`src/rtl/mem_bus_arbiter_if.sv`:
```
// rtl/mem_bus_arbiter_if.sv - memory-stage, scanout and memory I/O signals of the data-memory arbiter
interface mem_bus_arbiter_if #(
  parameter int ADDR_W = 17,
  parameter int DATA_W = 16
);
  logic              mem_req;
  logic [1:0]        mem_wren;
  logic [ADDR_W-1:0] mem_addr_in;
  logic [DATA_W-1:0] mem_wdata_in;
  logic [DATA_W-1:0] mem_rdata_out;
  logic              mem_rvalid;
  logic              mem_stall;
  logic              vid_req;
  logic [ADDR_W-1:0] vid_addr;
  logic              vid_gnt;
  logic [DATA_W-1:0] vid_rdata;
  logic              vid_rvalid;
  logic [ADDR_W-1:0] bus_addr;
  logic [1:0]        bus_wren;
  logic [DATA_W-1:0] bus_wdata;
  logic [DATA_W-1:0] bus_rdata;

  // master: requesters plus memory I/O unit; slave: the arbiter
  modport master (
    output mem_req, mem_wren, mem_addr_in, mem_wdata_in, vid_req, vid_addr, bus_rdata,
    input  mem_rdata_out, mem_rvalid, mem_stall, vid_gnt, vid_rdata, vid_rvalid,
    input  bus_addr, bus_wren, bus_wdata
  );

  modport slave (
    input  mem_req, mem_wren, mem_addr_in, mem_wdata_in, vid_req, vid_addr, bus_rdata,
    output mem_rdata_out, mem_rvalid, mem_stall, vid_gnt, vid_rdata, vid_rvalid,
    output bus_addr, bus_wren, bus_wdata
  );
endinterface

```
`src/rtl/mem_bus_arbiter.sv`:
```
// rtl/mem_bus_arbiter.sv - scanout-priority arbiter for the single-ported data memory
module mem_bus_arbiter #(
  parameter int ADDR_W      = 17,
  parameter int DATA_W      = 16,
  parameter int MAX_VID_RUN = 4
) (
  input  logic              clock,
  input  logic              nreset,
  mem_bus_arbiter_if.slave  arb
);
  typedef enum logic {M_IDLE, M_RD_WAIT} state_t;

  localparam logic [3:0] RUN_MAX = 4'(MAX_VID_RUN);

  state_t            state, state_nxt;
  logic [3:0]        run_cnt, run_cnt_nxt;
  logic              mem_req_v, vid_req_v, mem_load, mem_elig;
  logic              vid_gnt_int, mem_gnt_int;
  logic              rd_issued, rd_owner_vid;
  logic              mem_rvalid_int, vid_rvalid_int;
  logic [DATA_W-1:0] mem_rdata_hold, vid_rdata_hold;
  logic [ADDR_W-1:0] bus_addr_hold, bus_addr_sel;

  // Requests are masked during reset so every combinational output reads idle.
  always_comb begin
    mem_req_v   = arb.mem_req & nreset;
    vid_req_v   = arb.vid_req & nreset;
    mem_load    = (arb.mem_wren == 2'b00);
    mem_elig    = mem_req_v & (state == M_IDLE);
    vid_gnt_int = vid_req_v & ~(mem_elig & (run_cnt == RUN_MAX));
    mem_gnt_int = mem_elig & ~vid_gnt_int;

    state_nxt   = M_IDLE;
    if ((state == M_IDLE) && mem_gnt_int && mem_load) begin
      state_nxt = M_RD_WAIT;
    end

    run_cnt_nxt = run_cnt;
    if (!mem_req_v || mem_gnt_int) begin
      run_cnt_nxt = '0;
    end else if (vid_gnt_int && (state == M_IDLE) && (run_cnt < RUN_MAX)) begin
      run_cnt_nxt = run_cnt + 4'd1;
    end

    bus_addr_sel = bus_addr_hold;
    if (vid_gnt_int) begin
      bus_addr_sel = arb.vid_addr;
    end else if (mem_gnt_int) begin
      bus_addr_sel = arb.mem_addr_in;
    end

    mem_rvalid_int = nreset & rd_issued & ~rd_owner_vid;
    vid_rvalid_int = nreset & rd_issued & rd_owner_vid;
  end

  assign arb.vid_gnt       = vid_gnt_int;
  assign arb.mem_stall     = (mem_elig & ~mem_gnt_int) | (mem_gnt_int & mem_load);
  assign arb.bus_addr      = bus_addr_sel;
  assign arb.bus_wren      = mem_gnt_int ? arb.mem_wren : 2'b00;
  assign arb.bus_wdata     = arb.mem_wdata_in;
  assign arb.mem_rvalid    = mem_rvalid_int;
  assign arb.vid_rvalid    = vid_rvalid_int;
  assign arb.mem_rdata_out = mem_rvalid_int ? arb.bus_rdata : mem_rdata_hold;
  assign arb.vid_rdata     = vid_rvalid_int ? arb.bus_rdata : vid_rdata_hold;

  always_ff @(posedge clock) begin
    if (!nreset) begin
      state          <= M_IDLE;
      run_cnt        <= '0;
      rd_issued      <= 1'b0;
      rd_owner_vid   <= 1'b0;
      mem_rdata_hold <= '0;
      vid_rdata_hold <= '0;
      bus_addr_hold  <= '0;
    end else begin
      state          <= state_nxt;
      run_cnt        <= run_cnt_nxt;
      rd_issued      <= vid_gnt_int | (mem_gnt_int & mem_load);
      rd_owner_vid   <= vid_gnt_int;
      bus_addr_hold  <= bus_addr_sel;
      if (mem_rvalid_int) begin
        mem_rdata_hold <= arb.bus_rdata;
      end
      if (vid_rvalid_int) begin
        vid_rdata_hold <= arb.bus_rdata;
      end
    end
  end
endmodule

```
`src/flat_wrapper.sv`:
```
// flat-port wrapper written by rule: the top's interface ports become plain ports
module mem_bus_arbiter_flat 
#(
  parameter int ADDR_W      = 17,
  parameter int DATA_W      = 16,
  parameter int MAX_VID_RUN = 4
)
  (clock, nreset, arb_mem_req, arb_mem_wren, arb_mem_addr_in, arb_mem_wdata_in, arb_vid_req, arb_vid_addr, arb_bus_rdata, arb_mem_rdata_out, arb_mem_rvalid, arb_mem_stall, arb_vid_gnt, arb_vid_rdata, arb_vid_rvalid, arb_bus_addr, arb_bus_wren, arb_bus_wdata);
  mem_bus_arbiter_if #(.ADDR_W(ADDR_W), .DATA_W(DATA_W)) arb_i ();
  input  logic clock;
  input  logic nreset;
  input wire logic [$bits(arb_i.mem_req)-1:0] arb_mem_req;
  input wire logic [$bits(arb_i.mem_wren)-1:0] arb_mem_wren;
  input wire logic [$bits(arb_i.mem_addr_in)-1:0] arb_mem_addr_in;
  input wire logic [$bits(arb_i.mem_wdata_in)-1:0] arb_mem_wdata_in;
  input wire logic [$bits(arb_i.vid_req)-1:0] arb_vid_req;
  input wire logic [$bits(arb_i.vid_addr)-1:0] arb_vid_addr;
  input wire logic [$bits(arb_i.bus_rdata)-1:0] arb_bus_rdata;
  output wire logic [$bits(arb_i.mem_rdata_out)-1:0] arb_mem_rdata_out;
  output wire logic [$bits(arb_i.mem_rvalid)-1:0] arb_mem_rvalid;
  output wire logic [$bits(arb_i.mem_stall)-1:0] arb_mem_stall;
  output wire logic [$bits(arb_i.vid_gnt)-1:0] arb_vid_gnt;
  output wire logic [$bits(arb_i.vid_rdata)-1:0] arb_vid_rdata;
  output wire logic [$bits(arb_i.vid_rvalid)-1:0] arb_vid_rvalid;
  output wire logic [$bits(arb_i.bus_addr)-1:0] arb_bus_addr;
  output wire logic [$bits(arb_i.bus_wren)-1:0] arb_bus_wren;
  output wire logic [$bits(arb_i.bus_wdata)-1:0] arb_bus_wdata;
  assign arb_i.mem_req = arb_mem_req;
  assign arb_i.mem_wren = arb_mem_wren;
  assign arb_i.mem_addr_in = arb_mem_addr_in;
  assign arb_i.mem_wdata_in = arb_mem_wdata_in;
  assign arb_i.vid_req = arb_vid_req;
  assign arb_i.vid_addr = arb_vid_addr;
  assign arb_i.bus_rdata = arb_bus_rdata;
  assign arb_mem_rdata_out = arb_i.mem_rdata_out;
  assign arb_mem_rvalid = arb_i.mem_rvalid;
  assign arb_mem_stall = arb_i.mem_stall;
  assign arb_vid_gnt = arb_i.vid_gnt;
  assign arb_vid_rdata = arb_i.vid_rdata;
  assign arb_vid_rvalid = arb_i.vid_rvalid;
  assign arb_bus_addr = arb_i.bus_addr;
  assign arb_bus_wren = arb_i.bus_wren;
  assign arb_bus_wdata = arb_i.bus_wdata;
  mem_bus_arbiter #(.ADDR_W(ADDR_W), .DATA_W(DATA_W), .MAX_VID_RUN(MAX_VID_RUN)) u_core (.clock(clock), .nreset(nreset), .arb(arb_i));
endmodule
```
`config.mk`:
```
export PLATFORM = sky130hd
export DESIGN_NAME = mem_bus_arbiter_flat
export DESIGN_NICKNAME = d
export VERILOG_FILES = /design/src/rtl/mem_bus_arbiter_if.sv /design/src/rtl/mem_bus_arbiter.sv /design/src/flat_wrapper.sv
export SDC_FILE = /design/constraint.sdc
export NUM_CORES = 1
export LEC_CHECK = 0
export ABC_AREA = 1
export CAP_MARGIN = 15
export CORE_MARGIN = 2
export CORE_UTILIZATION = 35
export CTS_CLUSTER_DIAMETER = 120
export DETAILED_ROUTE_END_ITERATION = 10
export GPL_ROUTABILITY_DRIVEN = 0
export HOLD_SLACK_MARGIN = 0.05
export PLACE_DENSITY = 0.8
export SYNTH_ARGS = -nofsm -noshare
export SYNTH_HDL_FRONTEND = slang
export SYNTH_SLANG_ARGS = --single-unit
```
`constraint.sdc`:
```
create_clock -name clock -period 1.9 [get_ports clock]
set_clock_uncertainty 0.2 [all_clocks]
set_input_delay 0.19 -clock clock [delete_from_list [all_inputs] [get_ports clock]]
set_output_delay 0.19 -clock clock [all_outputs]
set_load 0.02 [all_outputs]
```
Yosys cells after proc, flatten, opt, wreduce, memory -nomap -nowiden

Index checks and enable logic that the tools add are counted.

Logic and storage cells: 43
Bits in registers: 56
Bits of input ports: 72

Equality and inequality tests: 1
Magnitude comparators: 1
Multiplexer cells: 6
Bitwise gates (word level): 19
Add/subtract/negate cells: 1
Reductions and logical operators: 8

Operators by type and width:

| cell                  | count |
|---|---|
| $mux W17              | 2 |
| $mux W16              | 2 |
| $and A1 B1 Y1         | 11 |
| $not A1 Y1            | 6 |
| $add A4 B1 Y4 const B | 1 |
| $eq A4 B3 Y1 const B  | 1 |
| $logic_and A1 B1 Y1   | 4 |
| $lt A4 B3 Y1 const B  | 1 |
| $logic_not A2 Y1      | 1 |
| $mux W2               | 1 |
| $or A1 B1 Y1          | 2 |
| $reduce_or A2 Y1      | 1 |
| $logic_not A1 Y1      | 1 |
| $logic_or A1 B1 Y1    | 1 |
| $mux W1               | 1 |

Depth between registers and ports, before layout

Depth after elaboration: 10
Mapped depth: 10
Mapped depth without buffers: 9

Worst setup path before layout

OpenSTA, ideal clock, no wires.

Kind: reg2out
Start: register u_core.run_cnt[0]
End: output arb_bus_addr[0]
Path buffers: 1
Path slack: 0.272 ns
Cell stages (with the launch flop): 10
Required time: 1.510 ns
Arrival: 1.238 ns
Cell sequence: dfxtp_1 -> inv_1 -> ha_1 -> nand2_1 -> nor2_1 -> nand2_4 -> buf_6 -> nand3b_1 -> nand2_1 -> inv_1

Cells in the longest elaborated chain, start to end: 8

RTL lines:

| element                | line                  | RTL |
|---|---|---|
| start, declared        | mem_bus_arbiter.sv:16 | `logic [3:0] run_cnt, run_cnt_nxt;` |
| start signal, assigned | mem_bus_arbiter.sv:77 | `run_cnt <= run_cnt_nxt;` |
| $eq A4 B3 Y1 (*)       | mem_bus_arbiter.sv:30 | `vid_gnt_int = vid_req_v & ~(mem_elig & (run_cnt == RUN_MAX));` |
| $and A1 B1 Y1 (*)      | mem_bus_arbiter.sv:30 |  |
| $not A1 Y1 (*)         | mem_bus_arbiter.sv:30 |  |
| $and A1 B1 Y1 (*)      | mem_bus_arbiter.sv:30 |  |
| $not A1 Y1             | mem_bus_arbiter.sv:31 | `mem_gnt_int = mem_elig & ~vid_gnt_int;` |
| $and A1 B1 Y1          | mem_bus_arbiter.sv:31 |  |
| $mux W17               | mem_bus_arbiter.sv:48 | `end else if (mem_gnt_int) begin` |
| $mux W17 (*)           | mem_bus_arbiter.sv:46 | `if (vid_gnt_int) begin` |
| end, declared          | flat_wrapper.sv:25    | `output wire logic [$bits(arb_i.bus_addr)-1:0] arb_bus_addr;` |

Mark *: on every way between the ends. The rest lies on a longest branch, timed or not.

Final worst setup path

Start: register u_core.run_cnt[1]
End: output arb_bus_addr[2]

The elaborated chain is that of the path after synthesis.

==> impl_metrics.csv <==
group,metric,value,unit
synth,synth_top_cells_by_area,"dfxtp_1, inv_1, nand2_1",
synth,muxShareOfSynthArea,0,%
worst_setup_path,critPathCaptureType,"primary output",
synth,synth_top_family_by_area,"simple AND/OR/NAND/NOR gates",
timing,setup_viol,28,
floorplanning,die_h,97.42,µm
clock_network,clock_latency,0.31,ns
finish,final_common_cell,"buf_4",
finish,finalCoreUtilization,64.75,%
pwr,power_density,556.0,mW/mm²
worst_setup_path,cp_data_required_time,1.51,ns
synth,synth.largest_area_cell,"dfxtp_1",
grt,grt_pass1_wl,15290,µm
finish,final_nets,723,
floorplanning,pin_count,143,
clock_network,cts_inserted_buffers,5,
timing,fin_crit_sh,111.8,%
timing,rsz0062_at_grt,"true",
outcome,status,"complete, but fails checks",
timing,max_freq,470.8,MHz
pwr,report.power.total,3.094,mW
floorplanning,die_w,97.42,µm
grt,grt_max_degree,50,
clock_network,cts_hold_buf,0,
routing,route.detailed.drc,0,
floorplanning,die_area,0.009490,mm²
place,dp.final_hpwl,6161,µm
routing,wl,10080,µm
clock_network,max-clock-path-buffers,2,
place,port_buffers,110,
routing,drtIter0Drc,68,
grt,antenna_found_initial,0,
clock_network,cts_tree,"built",
min_path,hp-class,"in2out",
worst_setup_path,crit_path_start_kind,"register",
grt,grt_overflow,0,
synth,ys_warn_count,0,
synth,synthAdderAreaFrac,0.8193,%
worst_setup_path,critical_path_class,"reg2out",
finish,n_fill_cell,683,
floorplanning,start_util,35.54,%
grt,grt_pass1_vias,3374,
pwr,peakVddDrop,317.4,µV
synth,syn_inst,453,
synth,syn_area,0.003054,mm²
flow_run,maxCapViolations,0,
timing,hold_viol,0,
synth,yosysUniqueCellTypes,27,
finish,n_antenna_cell,0,
synth,synth_compound_area_share,10.90,%
timing,slew_headroom,67.72,%
worst_setup_path,worst_ep_arrival_time,1.73,ns
clock_network,clock-sinks,56,
timing,final_max_slew_viol_count,0,
timing,tns,-4.005,ns
finish,drive_gt1_share,44.15,%
timing,period_minus_slack,2.124,ns
timing,finalWorstSetupSlack,-0.2241,ns
finish,area_growth,82.18,%
synth,synth_nets,527,
outcome,violations,"setup timing",
clock_network,cts_root_buf,"clkbuf_8",
worst_setup_path,path_max_fanout,6,
finish,layout_common_cells,"buf_4, nand2_1, inv_1",
clock_network,cts-htree-levels,2,
floorplanning,rows,34,
routing,vias,3443,
synth,ys_ff_latch,56,
pwr,p_leak,2.857,nW
floorplanning,core,0.008593,mm²
routing,ant_nets,0,
synth,syn_avg_cell_area,6.742,µm²
synth,synth.top_cell.area_share,36.71,%
grt,track_usage,19.45,%
timing,tightest_slew,0.4804,ns
synth,synthSimpleGateAreaFrac,29.41,%
synth,ys_seq_area_share,36.71,%
routing,first_pass_iters,4,
synth,synth_xor_area_share,0,%
routing,drt-vias-per-instance,4.542,
clock_network,clkTransAtPathRegs,0.11,ns
routing,routedWlPerCell,13.29,µm
-- flip-flops by register name, summed over array words and instances (netlist names) --
signal and cells:
u_core.bus_addr_hold 17, u_core.rd_owner_vid 1, u_core.mem_rdata_hold 16, u_core.vid_rdata_hold 16, u_core.rd_issued 1, u_core.run_cnt 4
u_core.state 1
-- cells in the mapped netlist --
cell type,number
nand3_2,2
nor2_1,34
nand3_1,6
nand2_1,107
or2_2,16
nor2_2,1
buf_8,1
o21ai_2,2
buf_2,7
nand4_1,3
ha_1,2
inv_1,111
a21oi_1,17
clkbuf_1,6
nand2_2,3
nor2_8,1
buf_4,16
a21oi_2,4
o21ai_1,7
o21ai_0,8
nand2_4,4
dfxtp_1,56
nand3b_1,14
a211oi_1,16
buf_6,5
inv_2,3
nor3_1,1
-- logic make-up after synthesis --
family	count (synthesis)
AND/OR/NAND/NOR	192
adder cells (fa/ha/maj)	2
flip-flops	56
buffers and inverters	149
AO/OA/AOI/OAI	54
-- final timing paths --
kind	from	endpoint	depth (start not counted)	slack, ns
worst max-delay path	u_core.run_cnt[1]$_SDFFE_PP0P_	arb_bus_addr[2]	11	-0.22
worst min-delay path	arb_mem_wdata_in[0]	arb_bus_wdata[0]	0	0.18
worst max register to register	u_core.run_cnt[1]$_SDFFE_PP0P_	u_core.bus_addr_hold[2]$_SDFF_PN0_	13	-0.14
worst min register to register	u_core.vid_rdata_hold[2]$_SDFF_PN0_	u_core.vid_rdata_hold[2]$_SDFF_PN0_	4	0.34
-- area by class of cell --
| cell class | count | area [µm²] | area share (%) |
|---|---|---|---|
| Timing Repair Buffer | 223 | 2152 | 38.68 |
| Multi-Input combinational cell | 249 | 1625 | 29.21 |
| Tap cell | 108 | 135.1 | 2.429 |
| Clock buffer | 5 | 68.82 | 1.237 |
| Clock inverter | 3 | 23.77 | 0.4273 |
| Sequential cell | 56 | 1129 | 20.28 |
| Inverter | 114 | 430.4 | 7.736 |
-- metal layers --
metal  up-vias  GRT usage, %  wire (µm)
li1       1711             -          -
met1      1625         21.53       3925
met2        89         37.29       5513
met3        18         3.669        470
met4         0         5.769        168
met5         -             0          0
-- metrics by stage --
stage	worst slack, ns	cell area (µm²)	cells	hold WS (ns)
5_1_grt	-0.2985	5564	758	0.1800
4_1_cts	-0.2067	5132	746	0.1801
6_report	-0.2241	5564	758	0.1800
3_5_place_dp	-0.6590	4574	697	0.1801
3_3_place_gp	-0.6034	4574	697	0.1801
2_1_floorplan	0.2725	3054	453	0.1347
-- power by group --
group | switching (mW) | internal [mW] | leakage [nW]
clock network | 0.416 | 0.263 | 0.0404
registers | 0.0198 | 1.23 | 0.460
logic | 0.537 | 0.626 | 2.36
total | 0.973 | 2.12 | 2.86
-- critical path, stage by stage (launching register included) --
cell and delay, ns:
dfxtp_2 0.34, inv_2 0.08, ha_4 0.15, nand2_4 0.05, nor2_4 0.15, nand2_8 0.12, nand2_8 0.11, buf_12 0.13
nand2_2 0.06, nand2_2 0.07, inv_2 0.04, buf_6 0.12
-- what timing repair did --
action                     in CTS  in global routing
buffers inserted               40                 10
gates cloned                    1                  2
gates resized for setup       357                 92
pin swaps                      12                 11
setup endpoints to repair      55                 58
(Power assumes the default switching activity.)
